## src/rtl/bit_serializer_pkg.sv

```systemverilog
// Shared defaults, minimum frame length and FSM state encoding for bit_serializer.
package bit_serializer_pkg;

  localparam int DATA_W_DEF = 16;
  localparam int MOD_W_DEF  = 4;
  localparam int MIN_MOD    = 3;

  typedef enum logic [1:0] {
    IDLE   = 2'd0,
    SHIFT  = 2'd1,
    PARITY = 2'd2
  } ser_state_t;

endpackage

```

## src/rtl/bit_serializer.sv

```systemverilog
// MSB-first parallel-to-serial converter with per-bit valid strobe.
// Optional trailing even-parity bit when BIT_SERIALIZER_PARITY_EN is defined.
//
// state  | meaning
// IDLE   | waiting for a request with N >= MIN_MOD
// SHIFT  | one data bit on the output per cycle; r_cnt = bits still to follow
// PARITY | even-parity bit on the output (parity build only)
module bit_serializer
  import bit_serializer_pkg::*;
#(
  parameter int DATA_W = DATA_W_DEF,
  parameter int MOD_W  = MOD_W_DEF
) (
  input  logic              clk_i,
  input  logic              rst_i,
  input  logic [DATA_W-1:0] data_i,
  input  logic [MOD_W-1:0]  data_mod_i,
  input  logic              data_val_i,
  output logic              ser_data_o,
  output logic              ser_data_val_o,
  output logic              busy_o
);

  ser_state_t        r_state;
  logic [DATA_W-1:0] r_shift;
  logic [4:0]        r_cnt;
  logic              r_data;
  logic              r_val;
`ifdef BIT_SERIALIZER_PARITY_EN
  logic              r_par;
`endif

  logic [4:0] w_n;
  logic       w_accept;

  // A zero count field selects the full word width.
  assign w_n      = (data_mod_i == '0) ? 5'(DATA_W) : 5'(data_mod_i);
  assign w_accept = data_val_i && (w_n >= 5'(MIN_MOD));

  always_ff @(posedge clk_i) begin
    if (rst_i) begin
      r_state <= IDLE;
      r_shift <= '0;
      r_cnt   <= '0;
      r_data  <= 1'b0;
      r_val   <= 1'b0;
`ifdef BIT_SERIALIZER_PARITY_EN
      r_par   <= 1'b0;
`endif
    end else begin
      case (r_state)
        IDLE: begin
          r_data <= 1'b0;
          r_val  <= 1'b0;
          if (w_accept) begin
            r_state <= SHIFT;
            r_data  <= data_i[DATA_W-1];
            r_val   <= 1'b1;
            r_shift <= {data_i[DATA_W-2:0], 1'b0};
            r_cnt   <= w_n - 5'd1;
`ifdef BIT_SERIALIZER_PARITY_EN
            r_par   <= data_i[DATA_W-1];
`endif
          end
        end
        SHIFT: begin
          if (r_cnt == 5'd0) begin
`ifdef BIT_SERIALIZER_PARITY_EN
            r_state <= PARITY;
            r_data  <= r_par;
            r_val   <= 1'b1;
`else
            r_state <= IDLE;
            r_data  <= 1'b0;
            r_val   <= 1'b0;
`endif
          end else begin
            r_data  <= r_shift[DATA_W-1];
            r_shift <= {r_shift[DATA_W-2:0], 1'b0};
            r_cnt   <= r_cnt - 5'd1;
`ifdef BIT_SERIALIZER_PARITY_EN
            r_par   <= r_par ^ r_shift[DATA_W-1];
`endif
          end
        end
        default: begin
          r_state <= IDLE;
          r_data  <= 1'b0;
          r_val   <= 1'b0;
        end
      endcase
    end
  end

  assign ser_data_o     = r_data;
  assign ser_data_val_o = r_val;
  assign busy_o         = r_val;

endmodule

```

## config.mk

```make
export PLATFORM = sky130hd
export DESIGN_NAME = bit_serializer
export DESIGN_NICKNAME = d
export VERILOG_FILES = /design/src/rtl/bit_serializer_pkg.sv /design/src/rtl/bit_serializer.sv
export SDC_FILE = /design/constraint.sdc
export NUM_CORES = 1
export LEC_CHECK = 0
export BUFFER_PORTS_ARGS = -buffer_cell sky130_fd_sc_hd__buf_2
export CORE_UTILIZATION = 30
export DETAILED_ROUTE_END_ITERATION = 8
export MAX_ROUTING_LAYER = met4
export SLEW_MARGIN = 20
export SYNTH_ARGS = -nofsm -noshare
export SYNTH_HDL_FRONTEND = slang
export SYNTH_SLANG_ARGS = --single-unit
```

## constraint.sdc

```tcl
create_clock -name clk_i -period 4.77 [get_ports clk_i]
set_input_delay 0.477 -clock clk_i [delete_from_list [all_inputs] [get_ports clk_i]]
set_output_delay 0.477 -clock clk_i [all_outputs]
set_load 0.005 [all_outputs]
```

# --- Yosys cells after proc, flatten, opt, wreduce, memory -nomap -nowiden ---
# Cells that the tools add are included.
classes:
  n_addsub: 2
  order_cmp: 1
  eq_ne: 4
  n_mux: 16
  reduce_logical: 7
op_table:
  columns: ["op", "count"]
  rows:
  - ["16-bit 2-to-1 mux", 2]
  - ["16-bit one-hot mux with 2 select lines", 1]
  - ["5-bit 2-to-1 mux", 3]
  - ["5-bit one-hot mux with 2 select lines", 1]
  - ["5-bit by 1-bit subtractor with 5-bit output (second input constant)", 2]
  - ["2-bit != test (second input constant)", 3]
  - ["5-bit by 2-bit >= comparator with 1-bit output (second input constant)", 1]
  - ["5-bit zero test", 1]
  - ["4-bit zero test", 1]
  - ["1-bit 2-to-1 mux", 4]
  - ["2-bit 2-to-1 mux", 2]
  - ["1-bit one-hot mux with 2 select lines", 2]
  - ["2-bit one-hot mux with 2 select lines", 1]
  - ["3-bit AND reduction", 1]
  - ["2-bit by 1-bit equality test with 1-bit output (second input constant)", 1]
  - ["2-bit zero test", 1]
  - ["2-bit AND reduction", 1]
  - ["2-bit nonzero test", 1]
  - ["1-bit logical AND", 1]
word_totals:
  regBits: 25
  inputBits: 23
  output_inout_bits: 3
  elab_cells: 35

# --- Logic depth before layout (Yosys ltp) ---
logic_depth:
  word_depth: 6
  ltp_mapped: 8
  depth_no_buf: 6

# --- Worst setup path before layout ---
# No wires, ideal clock.
synth_timing:
  path_kind: "register to register"
  start: "register r_state[0]"
  end: "register r_cnt[4]"
  setup_ns: 0.095
  t_arrival_ns: 1.749
  required_time_ns: 4.675
  slack_ns: 2.925
  path_stages_with_launch: 8
  n_path_buf: 2
  synth_period_minus_slack_ns: 1.845
  cell_sequence: "dfxtp_1 buf_6 clkbuf_1 mux2i_1 ha_1 nor3b_1 a21oi_1 o311ai_1"
synth_between:
  elab_chain_cells: 3
  word_cells_on_any_way: 7
  cone_classes: "3 x eq/ne; 1 x mux; 3 x reduce/logical"
synth_lines:
  columns: ["item", "line_no", "text"]
  rows:
  - ["from (decl)", "bit_serializer.sv:24", "ser_state_t r_state;"]
  - ["from (signal assigned)", "bit_serializer.sv:42", "r_state <= IDLE;"]
  - ["from (signal assigned)", "bit_serializer.sv:56", "r_state <= SHIFT;"]
  - ["from (signal assigned)", "bit_serializer.sv:73", "r_state <= IDLE;"]
  - ["2-bit by 1-bit equality test with 1-bit output / 2-bit zero test (equally long branches)", "bit_serializer.sv:51", "case (r_state)"]
  - ["2-bit != test (no line) / 2-bit nonzero test (equally long branches)", null, null]
  - ["3-bit AND reduction (no line)", null, null]
  - ["to (signal assigned)", "bit_serializer.sv:60", "r_cnt <= w_n - 5'd1;"]
  - ["to (signal assigned)", "bit_serializer.sv:80", "r_cnt <= r_cnt - 5'd1;"]
  - ["to (decl)", "bit_serializer.sv:26", "logic [4:0] r_cnt;"]
# Parallel ways exist; a longest one is shown, timed or not.
# A chain may end at the register's enable or synchronous reset.

# --- Worst setup path in the final report ---
# Ends and elaborated chain as after synthesis.

==> results.md <==
* Setup TNS at 0 ps
* Worst-margin pin slew at 988.5 ps
* Total grt overflow at 0
* Final hold violation count at 0
* M2 GR Usage at 0.2108
* Nets at 166
* Status: completed
* Crit share post-route at 0.4618
* Initial Util at 0.3203
* Synthesized cell area at 1309 sq um
* CP max FO at 20
* Grt peak-use layer: met2
* DR vias at 975
* Gr usage total at 0.1335
* Post-route minimum period at 2203 ps
* Max-slew headroom at 0.3410
* Longest Clk Path Bufs at 2
* Hold Path Depth at 3
* Hold Path Sink: r_shift[1]
* Worst setup margin at 2567 ps
* H-tree levels at 1
* F_max at 454.0 MHz
* Final wirelength at 2642 microns
* Pins Over Slew Limit at 0
* WP data arrival at 2370 ps
* Routed wire per std cell at 13.83 microns
* Setup crit start kind: register
* Post-synth top flop: dfxtp_1
* Initial antenna violation count at 0
* Power Density at 354.1 nW/um^2
* CTS tree: yes
* Yosys reg bits at 23
* GP Congestion at 0.7168
* CTS Hold Bufs at 0
* Clock root cell: clkbuf_8
* Reg clk slew, reported paths at 80 ps
* Average size of a mapped cell at 10.64 sq um
* Worst R2R Setup Slack at 2570 ps
* Post-synth EDFFs at 0
* Chip height at 68.05 microns
* Die ar. at 4631 sq um
* WS Path Type: reg2reg
* M3 GR Usage at 0.03167
* Yosys top cell area share at 0.3518
* Post-synthesis sequential area ratio at 0.3518
* First drt pass iteration count at 3
* Post-cts gate resize count at 0
* Syn_nets at 147
* P_leak at 0.0005221 uW
* Total clock sinks at 23
* Synth cell count leaders: dfxtp_1, mux2i_1, a211oi_2
* CP startpoint: r_state[0]
* Critical Path Sink Type: register
* VDD IR max at 202.4 uV
* FF-to-FF End: r_cnt[4]
* Area of the core at 4086 sq um
* Ranking of synthesized cells by area: dfxtp_1, mux2i_1, a211oi_2, nor3_2, nor3_1
* Io pins at 26
* Clk_lat worst skew at 270 ps
* Unique masters post-synth at 40
* Total of max-cap violations at 0
* Number of CTS-inserted buffers at 3
* Worst slack at placement at 2457 ps
* Cells after Synth at 123
* Worst hold start: data_i[0]
* Synth area leader: dfxtp_1
* Vias per cell at 5.105
* Area Growth Syn to Fin at 11.47%
* Routed Antenna Nets at 0
* # Post-CTS Setup Buffers at 0
* Pin count of the biggest net entering global routing at 26
* Core Rows at 23
* Vias in the first global route at 977
* Reg2Reg Launch Point: r_state[0]
* Worst r2r path cells at 4
* HPWL after DPL at 1836 microns
* M1 GR Usage at 0.1650
* Die Wd at 68.05 microns
* Diodes inserted at 0
* Global-route wire length before repair at 4498 microns
* Hold Path Class: in2reg
* DRC at 0
* WP data required at 4940 ps
* Violation count after the first detailed-routing iteration at 29
* Clock skew at 6.173 ps
* Min Hold Slack at 454.8 ps
* Setup-failing EPs final at 0
* Top-count cell post-synth: dfxtp_1
* RSZ-0062 raised after global routing: false
* Async set or reset register ratio after synthesis at 0
* Number of port buffers at 25
* Number of synthesis warnings at 0
* Fraction of layout cells with a size suffix above 1 at 0.3901
==> routing by layer <==
layer | up-vias | wire length, microns
met4 | 0 | 14
li1 | 501 | -
met2 | 18 | 1297
met5 | - | 0
met3 | 2 | 91
met1 | 454 | 1238
==> placed cells by master (no fill, tap or decap), drive strengths merged <==
master   Yosys  layout
a22oi        1       1
a311oi       1       1
nand3        2       2
o21ai        2       2
dfxtp       23      23
o311ai       1       1
nor3        16      16
a21oi        5       5
xor2         2       2
o31a         1       1
o21a         1       1
clkinv       0       1
buf          9      26
nand4bb      1       1
nor4         1       1
nor2b        1       1
nor3b        1       1
or4          1       1
nand4        1       1
nor2         8       8
nand4b       1       1
xnor2        2       2
o221a        1       1
nand2        3       3
ha           1       1
a211oi      15      15
mux2i       16      16
clkbuf       3       3
a221oi       1       1
o31ai        2       2
==> power by group <==
group	internal [uW]	switching, uW	leakage (uW)	total (uW)
registers	219	24.3	0.000190	243
logic	70.7	80.9	0.000306	152
clock network	58.3	63.7	0.0000255	122
total	348	169	0.000522	517
==> per-stage QoR <==
| step | cells | utilization | area, sq um | power [uW] |
|---|---|---|---|---|
| 2_1_floorplan | 123 | - | 1309 | 377.5 |
| 3_3_place_gp | 187 | 0.3457 | 1413 | 395.7 |
| 3_5_place_dp | 187 | 0.3457 | 1413 | 400.3 |
| 4_1_cts | 191 | 0.3570 | 1459 | 521.8 |
| 5_1_grt | 191 | 0.3570 | 1459 | 549.6 |
| 6_report | 191 | 0.3570 | 1459 | 516.6 |
==> cells by family after synthesis <==
group / count (synthesis) / synth area share
DFF: 23 / 0.3518
and+or+nand+nor: 36 / 0.1817
adders and majority gates: 1 / 0.009559
xor gates and xnor gates: 4 / 0.02677
AOI/OAI and AO/OA: 31 / 0.2381
muxes: 16 / 0.1224
buffers and inverters: 12 / 0.06978
==> worst max-delay path, stage by stage (launching register included) <==
cell      delay, ps
dfxtp_1         460
nor2b_1         350
o31a_1          860
nor2_1          150
o311ai_1        290
==> state kept, by name (all words and copies together), names as in the netlist <==
signal      cells
busy_o          1
r_cnt           5
r_shift        15
r_state         1
ser_data_o      1
==> cell type report <==
cell class                 count  area (sq um)
tap                           50         62.56
sequential                    23         460.4
timing repair buffer          26         132.6
fill                         416          2628
clock buffer                   3         41.29
clock inverter                 1         5.005
multi-input combinational     88         757.0
==> worst max path at each step <==
stage | to | slack, ps | cells past startpoint
finish | r_cnt[4] | 2570 | 4
floorplan | r_cnt[4] | 2930 | 7
global route | r_cnt[4] | 2350 | 4
global placement | r_cnt[4] | 2520 | 5
CTS | r_cnt[4] | 2540 | 4
detailed placement | r_cnt[4] | 2460 | 5
Power figures use the tool's default switching activity.
